[config.mk]
export PLATFORM = sky130hd
export DESIGN_NAME = matmul_out_serializer
export DESIGN_NICKNAME = d
export VERILOG_FILES = /design/src/rtl/matmul_out_serializer.sv
export SDC_FILE = /design/constraint.sdc
export NUM_CORES = 1
export LEC_CHECK = 0
export BUFFER_PORTS_ARGS = -buffer_cell sky130_fd_sc_hd__buf_2
export CAP_MARGIN = 25
export CORE_MARGIN = 5
export CORE_UTILIZATION = 45
export DETAILED_ROUTE_END_ITERATION = 7
export GPL_ROUTABILITY_DRIVEN = 0
export GPL_TIMING_DRIVEN = 1
export HOLD_SLACK_MARGIN = 0.06
export PLACE_DENSITY = 0.71
export SYNTH_ARGS = -nofsm -noshare
export SYNTH_HDL_FRONTEND = slang
export SYNTH_SLANG_ARGS = --single-unit
[constraint.sdc]
create_clock -name i_clk -period 2.45 [get_ports i_clk]
set_clock_uncertainty 0.2 [all_clocks]
set_input_delay 0.49 -clock i_clk [delete_from_list [all_inputs] [get_ports i_clk]]
set_output_delay 0.49 -clock i_clk [all_outputs]
set_load 0.1 [all_outputs]
[src/rtl/matmul_out_serializer.sv]
// Matmul result serializer: buffers one X_ROWS x Y_COLS tile and streams it row-major
// with valid/ready. Optional output clipping enabled by `define MATMUL_OUT_SAT_EN.
module matmul_out_serializer #(
    parameter int unsigned X_ROWS      = 4,
    parameter int unsigned Y_COLS      = 2,
    parameter int unsigned IN_WIDTH    = 32,
    parameter int unsigned OUT_WIDTH   = 16,
    parameter int unsigned SCALE_WIDTH = 8,
    localparam int unsigned ROW_W      = (X_ROWS > 1) ? $clog2(X_ROWS) : 1,
    localparam int unsigned COL_W      = (Y_COLS > 1) ? $clog2(Y_COLS) : 1
) (
    input  logic                          i_clk,
    input  logic                          i_rst_n,
    input  logic                          i_valid,
    output logic                          o_ready,
    input  logic signed [IN_WIDTH-1:0]    i_C   [X_ROWS][Y_COLS],
    input  logic        [SCALE_WIDTH-1:0] i_S_C [X_ROWS][Y_COLS],
    output logic                          o_valid,
    input  logic                          i_ready,
    output logic signed [OUT_WIDTH-1:0]   o_data,
    output logic        [SCALE_WIDTH-1:0] o_scale,
    output logic        [ROW_W-1:0]       o_row,
    output logic        [COL_W-1:0]       o_col,
    output logic                          o_last,
    output logic                          o_sat
);

    typedef enum logic {
        IDLE   = 1'b0,
        STREAM = 1'b1
    } state_t;

    state_t state;
    state_t state_next;

    logic signed [IN_WIDTH-1:0]    c_buf [X_ROWS][Y_COLS];
    logic        [SCALE_WIDTH-1:0] s_buf [X_ROWS][Y_COLS];

    logic                          accept;
    logic                          capture;
    logic                          load;
    logic                          go_idle;
    logic        [ROW_W-1:0]       row_nxt;
    logic        [COL_W-1:0]       col_nxt;
    logic                          last_nxt;
    logic signed [IN_WIDTH-1:0]    elem_nxt;
    logic        [SCALE_WIDTH-1:0] scale_nxt;
    logic signed [OUT_WIDTH-1:0]   data_nxt;
    logic                          sat_nxt;

`ifdef MATMUL_OUT_SAT_EN
    localparam logic signed [IN_WIDTH-1:0] SAT_MAX =
        {{(IN_WIDTH-OUT_WIDTH+1){1'b0}}, {(OUT_WIDTH-1){1'b1}}};
    localparam logic signed [IN_WIDTH-1:0] SAT_MIN =
        {{(IN_WIDTH-OUT_WIDTH+1){1'b1}}, {(OUT_WIDTH-1){1'b0}}};
`else
    // Wrap mode only keeps the low OUT_WIDTH bits of each element.
    logic unused_hi;
    assign unused_hi = ^elem_nxt;
`endif

    // State register
    always_ff @(posedge i_clk or negedge i_rst_n) begin
        if (!i_rst_n) begin
            state <= IDLE;
        end else begin
            state <= state_next;
        end
    end

    // Next-state logic
    always_comb begin
        state_next = state;
        case (state)
            IDLE:    if (capture) state_next = STREAM;
            STREAM:  if (go_idle) state_next = IDLE;
            default: state_next = IDLE;
        endcase
    end

    // Handshake decode, next element index and next element value
    always_comb begin
        o_ready   = 1'b0;
        accept    = 1'b0;
        capture   = 1'b0;
        load      = 1'b0;
        go_idle   = 1'b0;
        row_nxt   = o_row;
        col_nxt   = o_col;
        last_nxt  = 1'b0;
        elem_nxt  = '0;
        scale_nxt = '0;
        data_nxt  = '0;
        sat_nxt   = 1'b0;

        case (state)
            IDLE: begin
                o_ready = 1'b1;
            end
            STREAM: begin
                accept  = i_ready;
                o_ready = o_last && i_ready;
            end
            default: ;
        endcase

        capture = i_valid && o_ready;
        load    = capture || (accept && !o_last);
        go_idle = accept && o_last && !capture;

        if (capture) begin
            row_nxt = '0;
            col_nxt = '0;
        end else if (o_col == COL_W'(Y_COLS - 1)) begin
            col_nxt = '0;
            row_nxt = o_row + ROW_W'(1);
        end else begin
            col_nxt = o_col + COL_W'(1);
        end

        last_nxt = (row_nxt == ROW_W'(X_ROWS - 1)) && (col_nxt == COL_W'(Y_COLS - 1));

        // A freshly captured tile is presented straight from the input ports.
        if (capture) begin
            elem_nxt  = i_C[0][0];
            scale_nxt = i_S_C[0][0];
        end else begin
            elem_nxt  = c_buf[row_nxt][col_nxt];
            scale_nxt = s_buf[row_nxt][col_nxt];
        end

        data_nxt = OUT_WIDTH'(elem_nxt);
`ifdef MATMUL_OUT_SAT_EN
        if (elem_nxt > SAT_MAX) begin
            data_nxt = OUT_WIDTH'(SAT_MAX);
            sat_nxt  = 1'b1;
        end else if (elem_nxt < SAT_MIN) begin
            data_nxt = OUT_WIDTH'(SAT_MIN);
            sat_nxt  = 1'b1;
        end
`endif
    end

    // Tile buffer and registered element outputs
    always_ff @(posedge i_clk or negedge i_rst_n) begin
        if (!i_rst_n) begin
            for (int r = 0; r < int'(X_ROWS); r++) begin
                for (int c = 0; c < int'(Y_COLS); c++) begin
                    c_buf[r][c] <= '0;
                    s_buf[r][c] <= '0;
                end
            end
            o_valid <= 1'b0;
            o_data  <= '0;
            o_scale <= '0;
            o_row   <= '0;
            o_col   <= '0;
            o_last  <= 1'b0;
            o_sat   <= 1'b0;
        end else begin
            if (capture) begin
                c_buf <= i_C;
                s_buf <= i_S_C;
            end

            o_valid <= (state_next == STREAM);

            if (load) begin
                o_row   <= row_nxt;
                o_col   <= col_nxt;
                o_last  <= last_nxt;
                o_data  <= data_nxt;
                o_scale <= scale_nxt;
                o_sat   <= sat_nxt;
            end else if (go_idle) begin
                o_row   <= '0;
                o_col   <= '0;
                o_last  <= 1'b0;
                o_data  <= '0;
                o_scale <= '0;
                o_sat   <= 1'b0;
            end
        end
    end

endmodule

==> out/metrics.yaml, run 1 <==
routing:
  routedWlPerCell_um: 19.0
  final_antenna_net_count: 0
  drtIter0Drc: 979
  via_per_inst: 5.33
  drc: 0
  first_pass_iters: 6
  wl_um: 36600
  vias: 10267
pwr:
  p_int_w: 0.0106
  p_sw_share_pct: 43.0
  leakagePower_nw: 7.64
  power_frac_seq_pct: 34.3
  p_comb_share_pct: 45.9
  finalPower_w: 0.0186
  net-switching-power_w: 0.00800
  powerDensity_nw_per_um2: 1250
  peakVddDrop_mv: 0.773
  clockPowerShare_pct: 19.8
place:
  dp_slack_ps: 180
  post-dp-hpwl_um: 23200
  io_buffers: 225
  postPlaceCellArea_um2: 12100
logic_synthesis:
  synth-edff-count: 0
  yosys-mux-area-fraction_pct: 5.08
  yosys.area_share.simple_pct: 25.9
  synth_xor_area_share_pct: 0.256
  syn-num-nets: 1517
  syn-mean-instance-area_um2: 8.61
  yosys_warnings: 0
  synth_area_um2: 10300
  synthAdderAreaFrac_pct: 0
  syn_inst: 1193
  ys.flop_type: "dfrtp_1"
  synth_cell_types: 61
  async_flop_share_pct: 100
  synth_compound_area_share_pct: 11.1
  ys_seq_area_share_pct: 53.8
  synth_seq_cells: 221
  synth_top_family_by_area: "simple AND/OR/NAND/NOR gates"
grt:
  grt_usage_pct: 27.9
  grt_overflow: 0
  grt_pass1_wl_um: 58200
  antenna_found_initial: 5
  grt_max_degree: 62
  grt_pass1_vias: 10688
critical_path:
  cp.required_ps: 1760
  r2r_cells: 6
  crit-reg2reg-capture: "o_scale[4]"
  end_kind: "output pin"
  rr_startpoint: "o_row[0]"
  r2r_slack_ps: 180
  critPathMaxStageDelay_ps: 530
  worstPathArrival_ps: 1670
  cp-start-kind: "flop"
  path_class: "flop to output pin"
  path_cells: "a21boi_4 > inv_6 > buf_4"
  crit_slowest_cell: "dfrtp_4"
  path_max_fanout: 10
clocking:
  clockRootBuffer: "clkbuf_16"
  clkTransAtPathRegs_ps: 60
  clock_latency_ps: 510
  cts_inserted_buffers: 24
  cts_tree: "done"
  clk_path_buf_depth: 3
  cts_max_level: 1
  cts.sinks: 221
sta:
  relSlewSlack_pct: 58.3
  drv_slew: 0
  tightestPinTransition_ps: 626
  hold_ws_ps: 76.2
  final_hold_viol_count: 0
  rsz0062_at_grt: "no"
  period_needed_ps: 2360
  timing.final.crit_share_pct: 96.5
  final-setup-viol-count: 0
  setup_ws_ps: 85.1
  fmax_mhz: 423
  setup_tns_ps: 0
final_layout:
  area_growth_pct: 44.7
  final_area_um2: 14900
  nets: 1946
  drive_above_1_share_pct: 22.0
floorplanning:
  dieArea_um2: 26000
  start_util_pct: 45.5
  rows: 55
  core_um2: 22600
  die_h_um: 161
  io_pins: 355
  dieWidth_um: 161
run_status:
  outcome: "finished, final reports clean"
worst_hold_path:
  worstHoldStart: "i_C[110]"
  hold_path.class: "primary input to flop"
  min_to: "c_buf[110]"
  min_path_cells: 3
job:
  max_cap_violations: 0
-- cell families after synthesis --
logic type,after synthesis
simple gates,683
flops,221
compound gates,156
buf+inv,84
mux,45
xor+xnor,3
other cells,1
-- final cells by class --
cell class | instances | area (µm²)
Fill cell | 1743 | 7700
Clock inverter | 9 | 95.1
Clock buffer | 34 | 709
Sequential cell | 221 | 5540
Inverter | 8 | 35.0
Antenna cell | 2 | 5.00
Multi-Input combinational cell | 888 | 4400
Tap cell | 285 | 357
Timing Repair Buffer | 479 | 3730
-- critical path: cells and delay by family, from the launching register on --
| family | cells | cell delay, ps |
|---|---|---|
| buffers and inverters | 2 | 450 |
| flip-flops | 1 | 530 |
| AO/OA/AOI/OAI | 1 | 180 |
-- layout by cell type (no fill, tap or decap), types with 7 or more instances in the layout --
cell type / synthesis / routed
o21ai_0: 39 / 39
o221ai_1: 9 / 9
clkinv_2: 0 / 7
buf_4: 5 / 51
nor2_1: 21 / 20
nand2_1: 618 / 618
mux2_2: 7 / 7
buf_12: 0 / 16
mux2i_1: 33 / 32
nand3_1: 9 / 9
a21oi_1: 18 / 18
clkbuf_16: 0 / 25
buf_2: 42 / 220
dlygate4sd3_1: 0 / 191
nor2b_1: 13 / 13
dfrtp_1: 221 / 216
a211oi_1: 12 / 12
-- power by group through the flow --
stage,clock network [W],registers (W),logic (W)
after floorplan,0,0.00761,0.00424
after CTS,0.00374,0.00635,0.00844
after detailed placement,0,0.00638,0.00814
after global routing,0.00388,0.00658,0.00928
after global placement,0,0.00632,0.00800
final,0.00369,0.00639,0.00855
-- synth_stat cells (6+ instances only) --
library cell,number,area (µm²)
nand2_1,618,2320
dfrtp_1,221,5530
buf_2,42,210
o21ai_0,39,195
mux2i_1,33,330
clkbuf_1,25,93.8
nor2_1,21,78.8
a21oi_1,18,90.1
nor2b_1,13,81.3
a211oi_1,12,90.1
nand3_1,9,45.0
o221ai_1,9,78.8
mux2_2,7,78.8
a221oi_1,6,52.6
inv_1,6,22.5
o221a_2,6,67.6
o22ai_1,6,37.5
-- state kept, by name (all words and copies together), names as in the netlist --
name / flops
o_scale: 8
o_valid: 1
o_data: 16
o_last: 1
o_row: 2
c_buf: 128
s_buf: 64
o_col: 1
-- worst max-delay path by stage --
stage / startpoint / to / cells past startpoint
global route: o_valid / o_ready / 3
CTS: o_valid / o_ready / 3
detailed placement: i_ready / o_scale[3] / 7
floorplan: o_valid / o_scale[7] / 7
global placement: i_ready / o_scale[3] / 7
finish: o_valid / o_ready / 3
-- metal layers --
metal  GRT usage, %  wire length [µm]
met1           37.3             15000
met2           45.0             17100
met3           6.35              2980
met4           10.3              1470
met5              0                44
-- stage by stage --
stage / utilization, % / instances
floorplan: - / 1193
global placement: 53.8 / 1689
detailed placement: 53.8 / 1689
CTS: 65.8 / 1923
global route: 65.9 / 1926
finish: 65.9 / 1926
-- repair_timing --
action / CTS / global route
gates resized for setup: 1 / 0
hold buffers: 191 / 0
gates cloned: 0 / 0
endpoints found under the setup margin: 1 / 1
hold endpoints to repair: 249 / 0
pin swaps: 0 / 0
buffers inserted: 0 / 1
No activity file was read; power rests on OpenSTA's default activity.
==> run 2, diff against run 1 <==
--- a/config.mk
+++ b/config.mk
@@ -14,6 +14,7 @@
 export GPL_TIMING_DRIVEN = 1
 export HOLD_SLACK_MARGIN = 0.06
 export PLACE_DENSITY = 0.71
+export REMOVE_ABC_BUFFERS = 1
 export SYNTH_ARGS = -nofsm -noshare
 export SYNTH_HDL_FRONTEND = slang
 export SYNTH_SLANG_ARGS = --single-unit
==> constraint.sdc (replaced) <==
create_clock -name i_clk -period 2.65 [get_ports i_clk]
set_clock_uncertainty 0.2 [all_clocks]
set_input_delay 0.1325 -clock i_clk [delete_from_list [all_inputs] [get_ports i_clk]]
set_output_delay 0.1325 -clock i_clk [all_outputs]
set_load 0.1 [all_outputs]
==> run 2 against run 1 <==
Non-clock buffer count shrank 14. Via count shrank 2.4%. Clock power shrank 3%. Final area shrank 1.3%. Register-to-register slack gained 180 ps. Sequential share of layout area grew 0.49 points. Combinational power shrank 13%. Clock-buffer cell count shrank 4. Cell count shrank 0.67%. Sequential power shrank 7.7%. Hold slack gained 55 ps. Critical path type unchanged. Largest cell class unchanged. Largest power group unchanged.
==> out/metrics.yaml, run 2 (same netlist as run 1, synthesis figures left out) <==
clocking:
  ctsResizeCount: 0
  clockRootBuffer: "clkbuf_16"
  cts_max_level: 1
  cts_inserted_buffers: 25
  clock_latency_ps: 520
  clkTransAtPathRegs_ps: 60
  cts_tree: "done"
  cts.sinks: 221
  clk_path_buf_depth: 3
  cts_post_setup_buffers_inserted: 0
sta:
  period_needed_ps: 2400
  drv_slew: 0
  final_hold_viol_count: 0
  relSlewSlack_pct: 43.1
  fmax_mhz: 417
  timing.final.crit_share_pct: 90.6
  final-setup-viol-count: 0
  rsz0062_at_grt: "no"
  setup_ws_ps: 249
  hold_ws_ps: 131
  tightestPinTransition_ps: 836
final_layout:
  instances_no_fill: 1913
  fillers: 1770
  largest_reg_flops: 128
  final_cell_mix: "nand2_1, buf_2, dfrtp_1, dlygate4sd3_1, o21ai_0"
  top_regs: "c_buf x128, s_buf x64, o_data x16"
  nets: 1933
  mostFrequentLayoutCell: "nand2_1"
  drive_above_1_share_pct: 21.0
  area_growth_pct: 42.8
  n_antenna_cell: 0
  final_util_pct: 65.0
  regMostFlops: "c_buf"
floorplanning:
  core_um2: 22600
  dieArea_um2: 26000
  io_pins: 355
  die_h_um: 161
  start_util_pct: 45.5
  rows: 55
  dieWidth_um: 161
worst_hold_path:
  worstHoldStart: "i_S_C[17]"
  hold_path.class: "primary input to flop"
grt:
  grt_max_degree: 79
  grt_pass1_wl_um: 54900
  grt_usage_pct: 26.1
  grt_pass1_vias: 10291
  grt_overflow: 0
  antenna_found_initial: 0
critical_path:
  end_kind: "output pin"
  crit_start: "o_row[1]"
  cp.required_ps: 2320
  cp-start-kind: "flop"
  path_class: "flop to output pin"
  rr_startpoint: "o_row[1]"
  path_max_fanout: 31
  worstPathArrival_ps: 2070
routing:
  drc: 0
  via_per_inst: 5.24
  wl_um: 34300
  final_antenna_net_count: 0
  drtIter0Drc: 812
  vias: 10018
  routedWlPerCell_um: 17.9
  first_pass_iters: 7
pwr:
  leakagePower_nw: 7.55
  peakVddDrop_mv: 0.667
  powerDensity_nw_per_um2: 1150
place:
  post-dp-hpwl_um: 20400
  io_buffers: 225
  dp_cells: 1671
  dp_slack_ps: 375
job:
  max_cap_violations: 0
run_status:
  outcome: "finished, final reports clean"
run 2: final timing paths:
path / endpoint / slack (ps) / depth (start not counted)
hold reg to reg: c_buf[198] / 270 / 2
hold / removal: s_buf[17] / 130 / 4
min in group asynchronous: c_buf[34] / 510 / 3
setup reg to reg: o_data[4] / 360 / 5
setup / recovery: o_row[1] / 250 / 2
max in group asynchronous: s_buf[11] / 930 / 4
run 2: area by class of cell:
cell class	count	area (µm²)	share of cell area (%)
clock inverter	16	198	1.35
inverter	8	32.5	0.222
clock buffer	30	654	4.46
multi-input combinational	888	4390	29.9
tap	285	357	2.43
timing repair buffer	465	3500	23.9
sequential	221	5540	37.7
run 2: metrics by stage:
step                      cell area (µm²)  total power (W)  setup TNS, ps
after floorplan                      9920           0.0109       -1268200
after global placement              11900           0.0129              0
after detailed placement            11900           0.0131              0
after CTS                           14700           0.0169              0
after global routing                14700           0.0180              0
final                               14700           0.0169              0
run 2: layer usage:
layer,routed length (µm),global-route usage [%],up-vias
met1,14400,34.5,4789
met3,2360,4.87,76
met4,1020,7.60,0
met2,16500,44.3,409
li1,-,-,4744
met5,0,0,-
run 2: where the power goes:
| group | internal (W) | switching (W) | leakage (nW) |
|---|---|---|---|
| clock | 0.00216 | 0.00142 | 0.423 |
| sequential | 0.00493 | 0.000969 | 2.76 |
| combinational | 0.00260 | 0.00484 | 4.37 |
run 2: critical path, stage by stage (launching register included):
cell and delay, ps:
dfrtp_4 710, buf_4 350, buf_2 480
run 2: timing repair:
item	4_1_cts	5_1_grt
endpoints found under the hold margin	439	0
hold buffers	196	0
endpoints found under the setup margin	0	0
==> run 3, diff against run 2 <==
--- a/config.mk
+++ b/config.mk
@@ -5,6 +5,7 @@
 export SDC_FILE = /design/constraint.sdc
 export NUM_CORES = 1
 export LEC_CHECK = 0
+export ABC_AREA = 1
 export BUFFER_PORTS_ARGS = -buffer_cell sky130_fd_sc_hd__buf_2
 export CAP_MARGIN = 25
 export CORE_MARGIN = 5
@@ -18,3 +19,4 @@
 export SYNTH_ARGS = -nofsm -noshare
 export SYNTH_HDL_FRONTEND = slang
 export SYNTH_SLANG_ARGS = --single-unit
+export TNS_END_PERCENT = 1
==> run 3 against run 2 <==
Final area down 0.14%. Core utilization down 0.68 points. Non-clock buffer count down 13.
==> out/metrics.yaml, run 3 <==
run_status:
  outcome: "finished, final reports clean"
place:
  post-dp-hpwl_um: 18800
  dp_cells: 1864
  dp_slack_ps: 284
  io_buffers: 225
sta:
  fmax_mhz: 404
  drv_slew: 0
  setup_tns_ps: 0
  final-setup-viol-count: 0
  tightestPinTransition_ps: 695
  relSlewSlack_pct: 53.7
  hold_ws_ps: 43.8
  timing.final.crit_share_pct: 93.3
  rsz0062_at_grt: "no"
  setup_ws_ps: 176
  final_hold_viol_count: 0
  period_needed_ps: 2470
critical_path:
  path_max_fanout: 66
  critPathMaxStageDelay_ps: 550
  crit_slowest_cell: "dlygate4sd3_1"
  worstPathArrival_ps: 2720
  path_class: "flop to flop"
  r2r_slack_ps: 180
  crit-reg2reg-capture: "c_buf[172]"
  end_kind: "flop"
  rr_startpoint: "o_last"
  cp.required_ps: 2900
  cp-start-kind: "flop"
  r2r_cells: 8
  path_cells: "nand2_1 > nand2_2 > nand2_8 > inv_6 > buf_4 > nand2_1 > nand2_1 > dlygate4sd3_1"
  cpLargestDelayFamily: "buffers and inverters"
  critPathMostFrequentCell: "nand2_1"
  cp_num_buf_inv: 3
logic_synthesis:
  synth-edff-count: 0
  yosys_warnings: 0
  async_flop_share_pct: 100
  synth_top_cells_by_count: "nand2_1, dfrtp_1, inv_1"
  netlist_top_cells_area: "dfrtp_1, nand2_1, o21ai_0"
  ys_seq_area_share_pct: 52.9
  synth_area_um2: 10500
  syn_inst: 1383
  ys.flop_type: "dfrtp_1"
  synth_seq_cells: 221
  yosys.area.top_type: "dfrtp_1"
  synth_top_area_share_pct: 52.9
  syn-mean-instance-area_um2: 7.56
  synth.most_common_cell: "nand2_1"
  synth_cell_types: 26
final_layout:
  final_cell_mix: "nand2_1, buf_2, dfrtp_1, dlygate4sd3_1, inv_1"
  regMostFlops: "c_buf"
  n_antenna_cell: 0
  largest_reg_flops: 128
  fillers: 1849
  instances_no_fill: 2110
  drive_above_1_share_pct: 16.8
  area_growth_pct: 40.1
  top_regs: "c_buf x128, s_buf x64, o_data x16"
  mostFrequentLayoutCell: "nand2_1"
  nets: 2105
worst_hold_path:
  hold_path.class: "primary input to asynchronous set/reset pin"
floorplanning:
  die_h_um: 162
  io_pins: 355
  core_um2: 22800
  dieArea_um2: 26400
  rows: 55
  dieWidth_um: 162
  start_util_pct: 45.9
clocking:
  cts_post_setup_buffers_inserted: 0
  cts_inserted_buffers: 24
  clock_latency_ps: 510
  cts.sinks: 221
  clk_path_buf_depth: 3
  clockRootBuffer: "clkbuf_16"
  cts_max_level: 1
  cts_tree: "done"
  clkTransAtPathRegs_ps: 60
  ctsResizeCount: 0
grt:
  grt_overflow: 0
  grt_pass1_wl_um: 52800
  grt_max_degree: 90
  grt_usage_pct: 24.6
  antenna_found_initial: 0
  grt_pass1_vias: 10484
pwr:
  peakVddDrop_mv: 0.871
  powerDensity_nw_per_um2: 1220
  finalPower_w: 0.0179
  leakagePower_nw: 7.74
routing:
  vias: 10416
  routedWlPerCell_um: 15.5
  drc: 0
  drtIter0Drc: 797
  first_pass_iters: 5
  final_antenna_net_count: 0
  wl_um: 32700
  via_per_inst: 4.94
job:
  max_cap_violations: 0
[run 3: cell count changes in the layout (fill, tap and decap cells not counted), moves of 13 or more]
cell / delta
nand2_1: +113
inv_1: +79
mux2i_1: -32
nand3_1: +67
nor2b_1: -13
buf_4: -21
o21ai_0: +42
o21ai_1: +17
[run 3: cells by family (layout without fill, tap and decap cells)]
logic type	Yosys count	count (layout)	synth area share [%]
AO/OA/AOI/OAI	141	141	7.14
buffers and inverters	171	585	7.58
flip-flops	221	221	52.9
other	1	1	0.0359
AND/OR/NAND/NOR	849	849	32.4
[run 3: final cells by class]
cell class              count  area [µm²]  area share, %
clock inverters             6        60.1          0.410
repair buffers            452        3430           23.4
multi-input cells         991        4150           28.3
well taps                 313         392           2.67
flip-flops and latches    221        5530           37.7
clock buffers              36         747           5.10
inverters                  91         349           2.38
[run 3: timing repair]
action / CTS / global route
endpoints found under the hold margin: 442 / 0
endpoints found under the setup margin: 0 / 0
hold buffers: 204 / 0
[run 3: per-layer routing]
| layer | vias up | track usage (%) | wire, µm |
|---|---|---|---|
| met4 | 0 | 7.80 | 1030 |
| met1 | 4859 | 32.4 | 13900 |
| met3 | 86 | 4.45 | 2080 |
| met5 | - | 0 | 0 |
| li1 | 5075 | - | - |
| met2 | 396 | 41.3 | 15700 |
[run 3: through the flow]
stage,util [%],cell area [µm²]
after global routing,64.3,14700
after global placement,51.8,11800
after floorplan,-,10000
after CTS,64.3,14700
final,64.3,14700
after detailed placement,51.8,11800
[run 3: how the worst max path moves through the flow]
stage / end / cells after the start / startpoint
2_1_floorplan: o_data[6] / 9 / o_last
3_3_place_gp: o_data[12] / 10 / o_row[0]
3_5_place_dp: o_data[12] / 10 / o_last
4_1_cts: c_buf[172] / 8 / o_last
5_1_grt: o_data[9] / 10 / o_col
6_report: c_buf[172] / 8 / o_last
[run 3: report_power, final]
group | leakage (nW) | switching, W | internal (W)
clock network | 0.395 | 0.00137 | 0.00203
registers | 2.73 | 0.000767 | 0.00498
logic | 4.61 | 0.00607 | 0.00272
total | 7.74 | 0.00821 | 0.00973
[run 3: worst register-to-register path, stage by stage, from the launching register on]
cell and delay [ps]:
dfrtp_1 370, nand2_1 70, nand2_2 120, nand2_8 170, inv_6 120, buf_4 510, nand2_1 190, nand2_1 100
dlygate4sd3_1 560
